### config.mk
export PLATFORM = sky130hd
export DESIGN_NAME = noc_flit_packetizer
export DESIGN_NICKNAME = d
export VERILOG_FILES = /design/src/rtl/noc_flit_packetizer.sv
export SDC_FILE = /design/constraint.sdc
export NUM_CORES = 1
export LEC_CHECK = 0
export ABC_AREA = 0
export ABC_CLOCK_PERIOD_IN_PS = 3400
export BUFFER_PORTS_ARGS = -buffer_cell sky130_fd_sc_hd__buf_2
export CAP_MARGIN = 0
export CORE_MARGIN = 4
export CORE_UTILIZATION = 50
export CTS_BUF_LIST = sky130_fd_sc_hd__clkbuf_8
export CTS_CLUSTER_DIAMETER = 120
export DETAILED_ROUTE_END_ITERATION = 8
export GPL_TIMING_DRIVEN = 0
export PLACE_DENSITY = 0.88
export SLEW_MARGIN = 20
export SYNTH_ARGS = -nofsm -noshare
export SYNTH_HDL_FRONTEND = slang
export SYNTH_SLANG_ARGS = --single-unit
### constraint.sdc
create_clock -name noc_clk -period 3.4 [get_ports noc_clk]
set_input_delay 0.68 -clock noc_clk [delete_from_list [all_inputs] [get_ports noc_clk]]
set_output_delay 0.68 -clock noc_clk [all_outputs]
set_load 0.005 [all_outputs]
### src/rtl/noc_flit_packetizer.sv
// Local-side NoC packet injector: turns a descriptor plus a payload word stream
// into head/body/tail flits on a per-VC valid/ready sender port.
module noc_flit_packetizer #(
    parameter int unsigned CHANNELS   = 2,
    parameter int unsigned FLIT_WIDTH = 32,
    parameter int unsigned DEST_WIDTH = 8,
    parameter int unsigned MAX_LEN    = 16,
    localparam int unsigned VC_W  = (CHANNELS > 1) ? $clog2(CHANNELS) : 1,
    localparam int unsigned LEN_W = $clog2(MAX_LEN + 1),
    localparam int unsigned PW    = FLIT_WIDTH - 2
) (
    input  logic                  noc_clk,
    input  logic                  noc_rst_n,
    input  logic                  i_clear,
    input  logic                  i_req_valid,
    output logic                  o_req_ready,
    input  logic [VC_W-1:0]       i_req_vc,
    input  logic [DEST_WIDTH-1:0] i_req_dest,
    input  logic [LEN_W-1:0]      i_req_len,
    input  logic                  i_pld_valid,
    output logic                  o_pld_ready,
    input  logic [PW-1:0]         i_pld_data,
    output logic                  o_busy,
    output logic [CHANNELS-1:0]   sender_valid,
    output logic [FLIT_WIDTH-1:0] sender_flit,
    input  logic [CHANNELS-1:0]   sender_ready,
    input  logic [CHANNELS-1:0]   sender_vc_ready
);

    typedef enum logic [1:0] {
        IDLE = 2'd0,
        HEAD = 2'd1,
        BODY = 2'd2
    } state_t;

    state_t                  state;
    logic                    ov;
    logic [FLIT_WIDTH-1:0]   oflit;
    logic [VC_W-1:0]         ovc;
    logic [VC_W-1:0]         vc;
    logic [DEST_WIDTH-1:0]   dest;
    logic [LEN_W-1:0]        len;
    logic [LEN_W-1:0]        remaining;

    logic                    accept;
    logic                    slot_free;
    logic                    last_word;
    logic [VC_W-1:0]         req_vc_m;
    logic [LEN_W-1:0]        req_len_c;
    logic [FLIT_WIDTH-1:0]   head_flit;
    logic [FLIT_WIDTH-1:0]   pld_flit;

    // Output slot can take a new flit when empty or being drained this cycle
    assign accept    = ov & sender_ready[ovc];
    assign slot_free = ~ov | accept;
    assign last_word = (remaining == LEN_W'(1));

    assign req_vc_m  = VC_W'(32'(i_req_vc) % CHANNELS);
    assign req_len_c = (32'(i_req_len) > MAX_LEN) ? LEN_W'(MAX_LEN) : i_req_len;

    always_comb begin
        head_flit                        = '0;
        head_flit[DEST_WIDTH-1:0]        = dest;
        head_flit[DEST_WIDTH +: LEN_W]   = len;
        head_flit[FLIT_WIDTH-1 -: 2]     = (len == '0) ? 2'b11 : 2'b01;
    end

    assign pld_flit = {(last_word ? 2'b10 : 2'b00), i_pld_data};

    assign sender_valid = ov ? (CHANNELS'(1) << ovc) : '0;
    assign sender_flit  = oflit;
    assign o_req_ready  = (state == IDLE);
    assign o_pld_ready  = (state == BODY) & slot_free;
    assign o_busy       = (state != IDLE) | ov;

    always_ff @(posedge noc_clk or negedge noc_rst_n) begin
        if (!noc_rst_n) begin
            state     <= IDLE;
            ov        <= 1'b0;
            oflit     <= '0;
            ovc       <= '0;
            vc        <= '0;
            dest      <= '0;
            len       <= '0;
            remaining <= '0;
        end else if (i_clear) begin
            state     <= IDLE;
            ov        <= 1'b0;
            oflit     <= '0;
            remaining <= '0;
        end else begin
            if (accept) begin
                ov <= 1'b0;
            end
            case (state)
                IDLE: begin
                    if (i_req_valid) begin
                        vc        <= req_vc_m;
                        dest      <= i_req_dest;
                        len       <= req_len_c;
                        remaining <= req_len_c;
                        state     <= HEAD;
                    end
                end
                // vc_ready (FIFO almost-full) only gates the start of a packet
                HEAD: begin
                    if (slot_free && sender_vc_ready[vc]) begin
                        ov    <= 1'b1;
                        ovc   <= vc;
                        oflit <= head_flit;
                        state <= (len == '0) ? IDLE : BODY;
                    end
                end
                BODY: begin
                    if (i_pld_valid && slot_free) begin
                        ov        <= 1'b1;
                        ovc       <= vc;
                        oflit     <= pld_flit;
                        remaining <= remaining - LEN_W'(1);
                        if (last_word) begin
                            state <= IDLE;
                        end
                    end
                end
                default: state <= IDLE;
            endcase
        end
    end

endmodule
Yosys cells after proc, flatten, opt, wreduce, memory -nomap -nowiden
Cells that the tools add are included.
{ "totals": {"regBits": 55, "inputBits": 53, "out_inout_bits": 37, "word_cells": 72} }
{ "op_classes": {"add_sub_neg": 1, "magnitude_cmp": 3, "eq_ne": 9, "n_shift": 1, "n_mux": 31, "bitwise_logic": 6, "reduce_logical": 13} }
{ "ops": {"columns": ["operator", "count"], "rows": [
  ["two-way mux 32 bit", 3],
  ["case mux 32 bit (2 select lines)", 1],
  ["two-way mux 5 bit", 4],
  ["two-way mux 2 bit", 9],
  ["two-way mux 1 bit", 10],
  ["case mux 5 bit (2 select lines)", 1],
  ["!= test 3 bit (second input constant)", 3],
  ["AND reduction 3 bit", 3],
  ["AND reduction 4 bit", 2],
  ["case mux 2 bit (3 select lines)", 1],
  ["nonzero test 3 bit", 2],
  ["equality test 5 x 1 -> 1 bit (second input constant)", 1],
  ["greater-than comparator 5 bit (second input constant)", 1],
  ["logical NOT 5 bit", 1],
  ["subtractor 5 x 1 -> 5 bit (second input constant)", 1],
  ["less-than comparator 1 x 2 -> 1 bit (second input constant)", 2],
  ["case mux 1 bit (2 select lines)", 2],
  ["nonzero test 2 bit", 2],
  ["!= test 3 x 2 -> 1 bit (second input constant)", 1],
  ["AND 1 bit", 2],
  ["equality test 2 x 1 -> 1 bit (second input constant)", 1],
  ["equality test 2 bit (second input constant)", 1],
  ["logical AND 1 bit", 2],
  ["logical NOT 2 bit", 1],
  ["other kinds (5)", 7]
]} }

Longest topological paths before layout
Gate-level depths: netlist of run 1.
{ "depth": {"word_depth": 8, "ltp_mapped": 9} }

Least setup slack after synthesis of run 1
Ideal clock, no wire load.
{ "synth_timing": {"path_kind": "register to output", "from": "reg state[0]", "to": "out o_pld_ready", "arrival_time_ps": 1676, "t_required_ps": 2720, "path_slack_ps": 1044, "stages_incl_launch_ff": 7, "cell_sequence": "dfrtp_1 inv_1 ha_1 buf_2 buf_1 clkbuf_1 and2_1"} }
{ "synth_between": {"elab_chain_len": 2} }
{ "synth_rtl": {"columns": ["item", "line_no", "rtl"], "rows": [
  ["from (decl)", "36", "state_t state;"],
  ["from (signal assigned)", "111", "state <= (len == '0) ? IDLE : BODY;"],
  ["equality test 2 bit", "73", "assign o_pld_ready = (state == BODY) & slot_free;"],
  ["AND 1 bit", "73", null],
  ["to (decl)", "21", "output logic o_pld_ready,"]
]} }
No other way between the ends.

Worst setup path after layout of run 1
Same ends and word-level chain as after synthesis.

==> results of run 1 <==
-- placed cells by master, fill, tap and decap left out, types with 2 or more instances in the layout --
cell type  count
buf_2         92
dfrtp_1       55
inv_1         26
o21ai_0       24
nor2_1        19
nand4_1       18
mux2i_1       17
a211oi_1      16
nand2_1       13
mux2_2        13
clkbuf_1       9
nor3_1         7
a21oi_1        6
nand2b_1       6
nor2b_1        5
buf_1          5
ha_1           5
clkbuf_8       5
or2_2          3
a31oi_1        3
o221ai_1       2
nand3_1        2
o211ai_1       2
o21bai_1       2
-- through the flow --
step | utilization | worst slack, ns
2_1_floorplan | - | 1.04
3_3_place_gp | 0.631 | 0.570
3_5_place_dp | 0.631 | 0.532
4_1_cts | 0.653 | 0.177
5_1_grt | 0.652 | 0.321
6_report | 0.652 | 0.502
-- worst max-delay path: stages, from the launching register on --
cell and delay (ns):
dfrtp_1 0.40, inv_1 0.11, ha_1 0.30, buf_2 0.39, clkbuf_1 0.41, and2_1 0.21, buf_2 0.11
-- sequential cells by signal, indices dropped and copies added, names as in the netlist --
register     count
ov               1
sender_flit     32
vc               1
len              5
state            2
ovc              1
remaining        5
dest             8
-- Yosys cell counts --
cell      number
nor4b_1        1
a21oi_1        6
dfrtp_1       55
nand2b_1       6
or3_2          1
a311o_2        1
o22ai_1        1
and2_1         1
buf_1          6
o211ai_1       2
and2_2         1
or4b_1         1
o221ai_1       2
nor2b_1        5
a211oi_1      16
a31oi_1        3
inv_1         25
mux2_2        13
nand4_1       18
mux2i_1       17
a311oi_1       1
nand3_1        2
or2_2          3
ha_1           5
nor2_1        19
o31a_1         1
nand3b_1       1
nand2_1       13
nor4_1         1
clkbuf_1       9
or4_1          1
o21ai_0       24
o32ai_1        1
a221oi_1       1
o311ai_0       1
nor3_1         7
o21bai_1       2
buf_2          4
-- logic make-up (layout without fill, tap and decap cells) --
logic type | after synthesis | after routing
buf+inv | 44 | 140
mux | 30 | 30
fa+ha+maj | 5 | 5
compound gates | 62 | 62
flops | 55 | 55
simple gates | 81 | 81
-- worst paths after layout --
check	start	endpoint	slack, ns	cells after the start
worst max-delay path	state[0]	o_pld_ready	0.50	6
worst min-delay path	noc_rst_n	sender_flit[10]	0.41	1
worst max register to register	state[0]	sender_flit[9]	1.05	6
worst min register to register	dest[2]	dest[2]	0.52	1
max in group asynchronous	noc_rst_n	sender_flit[21]	2.54	1
min in group noc_clk	dest[2]	dest[2]	0.52	1
-- where the power goes --
group / total (µW) / switching, µW / internal (µW) / leakage (µW)
logic: 1030 / 578 / 454 / 0.000808
registers: 1000 / 144 / 856 / 0.000728
clock network: 439 / 219 / 220 / 0.0000599
total: 2470 / 942 / 1530 / 0.00160
-- metal layers --
| metal | GRT usage | part of all wire |
|---|---|---|
| met5 | 0 | 0 |
| met4 | 0.0698 | 0.013 |
| met3 | 0.0271 | 0.068 |
| met2 | 0.347 | 0.47 |
| met1 | 0.282 | 0.45 |
-- repair_timing --
item,4_1_cts,5_1_grt
setup endpoints to repair,0,1
gates resized for setup,0,0
hold endpoints to repair,0,0
buffers inserted,0,0
-- final cells by class --
cell class / count / area [µm²]
clock inverters: 3 / 42.5
fillers: 443 / 1810
multi-input cells: 178 / 1200
clock buffers: 5 / 68.8
flip-flops and latches: 55 / 1380
plain buffers: 18 / 72.6
repair buffers: 89 / 448
well taps: 70 / 87.6
inverters: 25 / 93.8
==> metrics, run 1 <==
status=finished, final reports clean; flop and latch count out of synthesis=55; Seq/Total Area, Yosys=0.500; Net count, final=430; CTS tree=yes; Synth cell types=38; pin count of the biggest net entering global routing=56; clock skew=between 0.007 and 0.008 ns; CTS H-tree lvls=2; PwrDens=roughly 730 nW/µm²; Vias/cell=approximately 5.4; Die Footprint=~6800 µm²; Pleak=0.00160 µW; DRT Pass-1 Iters=4; Hold/Removal Path Class=primary input to asynchronous set/reset pin; Layout Cells excl Fill=~440; Mapped Cells=approximately 280; Warnings, synthesis=0; Starting Density=0.528; largest cells by area after synthesis=dfrtp_1, mux2i_1, mux2_2; Syn-to-layout area delta=23.4%; clock sink total=55; Longest Clk Path Bufs=2; DRT Wirelength=between 6000 and 7000 µm; mux cell area share after synthesis=0.115; Post-Route Setup TNS=0 ns; CTS Hold Bufs=0; vias in the first global route=~2.4k; hold_ws=0.411 ns; hpwl dp=between 5000 and 6000 µm; xor and xnor fraction of the mapped netlist area=0; worst-skew pair later-pin latency=a little over 0.3 ns; Worst EP arrival=2.22 ns; final setup vio count=0; largest family of logic cells by synthesized area=simple AND/OR/NAND/NOR gates; post-synthesis adder-cell area fraction=0.0227; fin. max-slew vios=0; WP data required=2.72 ns; Max-Cap Viols=0; share of layout cells above drive strength 1=0.319; # port buffers=between 80 and 90; mapped cell area=between 2000 and 3000 µm²; final hold violation count=0; post-DR wirelength/cell=approximately 15 µm; unrepaired setup endpoints after global routing=no; Critical Path Sink Type=output pin; post-synth top area share=0.500; initial antenna violation count=0; # IOs=90; Placed Area=roughly 3300 µm²; CTS root buf=clkbuf_8; diode count=0; residual DRC count=0; Worst-path clk slew=0.10 ns; critical path fanouts, max=19; Worst Max-Slew Pin Slew=around 0.75 ns; gr ovfl total=0; Final ANT Viol Nets=0; crit path time final=2.90 ns; initial drt markers=130; Die W=82.2 µm; Critical Path Start Type=register; GP Congestion=about 0.86; Avg Inst Size Synth=between 9 and 10 µm²; Overall Global Routing Usage=0.208; # placed instances=around 440; syn nets=roughly 340; Slew headroom=0.498; DR vias=between 2k and 2.5k; Pwr Total=2470 µW; clock buffer count from CTS=5; top cell type by total area after synthesis=dfrtp_1; first-pass GRT wire length=roughly 11000 µm; cell area after layout=between 3000 and 4000 µm²; Core Area=roughly 5200 µm²; post-synthesis compound-gate area fraction=0.145; Final period util=0.852; VDD IR max=0.464 mV; Die H=82.2 µm; Synth Area in Simple Gates=0.155; kind of critical path=register to output pin; FP Rows=26; f_max=between 0.3 and 0.4 GHz
(Power assumes the default switching activity.)
==> inputs of run 2 (changes only) <==
--- a/config.mk
+++ b/config.mk
@@ -7,7 +7,7 @@
 export LEC_CHECK = 0
 export ABC_AREA = 0
 export ABC_CLOCK_PERIOD_IN_PS = 3400
-export BUFFER_PORTS_ARGS = -buffer_cell sky130_fd_sc_hd__buf_2
+export BUFFER_PORTS_ARGS = -buffer_cell sky130_fd_sc_hd__buf_4
 export CAP_MARGIN = 0
 export CORE_MARGIN = 4
 export CORE_UTILIZATION = 50
==> run 2 against run 1 <==
Net effect:
- sequential cell count stayed put
- register-to-register slack worse by 0.02 ns
- worst setup slack lost 0.17 ns
- sequential power about the same
- power up 0.70%
- worst hold slack lost 0.016 ns
- sequential share of layout area fell by 2.3 points
- utilization is 3.9 points higher
- first-iteration DRC count increased by 10%
- count of clock-buffer cells in the layout unchanged
- non-clock buffer count is 1 higher
- global-route usage increased by 1.6 points
==> metrics, run 2 (synthesized netlist as in run 1, its figures left out) <==
most common cell after layout, fill and taps aside=buf_4; R2R cell count=7 (+1); PwrDens=692 nW/µm² (-5.0%); Slowest Stage Delay on Critical Path=0.43 ns (+0.02 ns); clock buffer count from CTS=5 (unchanged); initial antenna violation count=0 (unchanged); vias in the first global route=2495 (+4.8%); Slew headroom=0.530 (+0.0328); Net count, final=431 (+0.23%); CTS tree=yes; f_max=0.326 GHz (-5.5%); final setup vio count=0 (unchanged); Pleak=0.00163 µW (+2.3%); cell family with most CP delay=buffers and inverters; DR vias=2479 (+2.9%); Vias/cell=5.58 (+2.7%); reg2reg start=state[1]; CTS resizes=0 (unchanged); Starting Density=0.528 (unchanged); DRT Wirelength=7130 µm (+6.1%); Longest Clk Path Bufs=2 (unchanged); number of fill cells in the layout=443 (unchanged); Syn-to-layout area delta=30.8%; initial drt markers=143 (+10%); clock skew=0.00862 ns (+0.000939 ns); Worst EP arrival=2.39 ns (+0.17 ns); hpwl dp=5420 µm (+6.7%); kind of critical path=register to output pin; Final ANT Viol Nets=0 (unchanged); CTS root buf=clkbuf_8; leading cell types in the layout, fill and taps excluded=buf_4, dfrtp_1, inv_1; fin. max-slew vios=0 (unchanged); Post-Route Setup TNS=0 ns (unchanged); slowest stage cell on the critical path=buf_1; Clock power frac=0.148 (-0.030); post-DR wirelength/cell=16.1 µm (+5.9%); CTS H-tree lvls=2 (unchanged); Comb power frac=0.450 (+0.033); Largest register FFs=32 (unchanged); sequential share of power=0.402 (-0.003); hold_ws=0.395 ns (-0.0164 ns); worst-skew pair later-pin latency=0.31 ns (about the same); Critical Path Sink Type=output pin; residual DRC count=0 (unchanged); # IOs=90 (unchanged); first-pass GRT wire length=11600 µm (+7.1%); GP Congestion=0.830 (-3.3%); P_sw=956 µW (+1.5%); worst path bufs/invs=5 (+1); Pint=1530 µW (+0.20%); status=finished, final reports clean; final hold violation count=0 (unchanged); Die H=82.2 µm (unchanged); critical path fanouts, max=10 (-9); Overall Global Routing Usage=0.224 (+0.0160); Final period util=0.902 (+0.0494); Worst-path clk slew=0.10 ns (about the same); Hold/Removal Path Class=primary input to asynchronous set/reset pin; VDD IR max=0.435 mV (-6.4%); Die Footprint=6750 µm² (unchanged); critical path, cell by cell=inv_1 > ha_1 > buf_2 > buf_1 > clkbuf_2 > and2_1 > buf_4; # port buffers=89 (unchanged); Post-CTS Setup Inserts=0 (unchanged); clock sink total=55 (unchanged); share of layout cells above drive strength 1=0.321 (+0.00182); DRT Pass-1 Iters=4 (unchanged); Worst Max-Slew Pin Slew=0.704 ns (-0.0442 ns); diode count=0 (unchanged); switch share=0.384 (+0.00306); CTS Hold Bufs=0 (unchanged); critical path depth in cells=7 (+1); Worst setup startpoint=state[0]; crit path time final=3.07 ns (+0.168 ns); FP Rows=26 (unchanged); Max-Cap Viols=0 (unchanged); unrepaired setup endpoints after global routing=no; gr ovfl total=0 (unchanged); Critical Path Start Type=register; Die W=82.2 µm (unchanged); WP data required=2.72 ns (about the same); Core Area=5200 µm² (unchanged); pin count of the biggest net entering global routing=56 (unchanged)
==> run 2: cell count changes in the layout (fill, tap and decap cells not counted) <==
cell and delta:
buf_1 +1, clkbuf_1 -1, clkinvlp_4 +1, buf_4 +88
buf_2 -88, clkbuf_2 +1, bufinv_16 -1
==> run 2: final timing paths <==
kind	slack, ns	endpoint
worst min register to register	0.51	dest[2]
worst max-delay path	0.33	o_pld_ready
max in group asynchronous	2.54	sender_flit[7]
worst min-delay path	0.39	sender_flit[31]
min in group noc_clk	0.51	dest[2]
worst max register to register	1.03	dest[6]
==> run 2: stage by stage <==
| step | cell area [µm²] | cells | utilization | setup WS [ns] | power (µW) |
|---|---|---|---|---|---|
| 4_1_cts | 3590 | 444 | 0.691 | 0.212 | 2500 |
| 5_1_grt | 3600 | 444 | 0.691 | 0.132 | 2690 |
| 2_1_floorplan | 2750 | 277 | - | 1.04 | 1680 |
| 6_report | 3600 | 444 | 0.691 | 0.334 | 2490 |
| 3_5_place_dp | 3510 | 436 | 0.674 | 0.570 | 2130 |
| 3_3_place_gp | 3510 | 436 | 0.674 | 0.571 | 2080 |
==> run 2: area by class of cell <==
class                   instances  area, µm²  area share
multi-input cells             178       1200       0.335
repair buffers                 89        668       0.186
clock inverters                 3       20.0     0.00557
clock buffers                   5       68.8      0.0191
plain buffers                  19       77.6      0.0216
flip-flops and latches         55       1380       0.383
well taps                      70       87.6      0.0244
inverters                      25       93.8      0.0261
==> run 2: power by group through the flow <==
stage	combinational (µW)	clock, µW	sequential [µW]
2_1_floorplan	693	0	989
3_3_place_gp	1080	0	1000
3_5_place_dp	1120	0	1010
4_1_cts	1130	375	1000
5_1_grt	1260	402	1030
6_report	1120	369	1000
==> run 2: worst register-to-register path: stages (launching register included) <==
cell,delay [ns]
dfrtp_1,0.40
inv_1,0.08
ha_1,0.19
clkbuf_1,0.20
nand3b_1,0.13
clkbuf_1,0.50
clkbuf_1,0.38
mux2_2,0.38
==> run 2: routing by layer <==
| layer | vias to the layer above | GRT usage | share of wire |
|---|---|---|---|
| li1 | 1178 | - | - |
| met1 | 1183 | 0.287 | 0.41 |
| met2 | 108 | 0.376 | 0.49 |
| met3 | 10 | 0.0521 | 0.085 |
| met4 | 0 | 0.0731 | 0.016 |
| met5 | - | 0 | 0 |
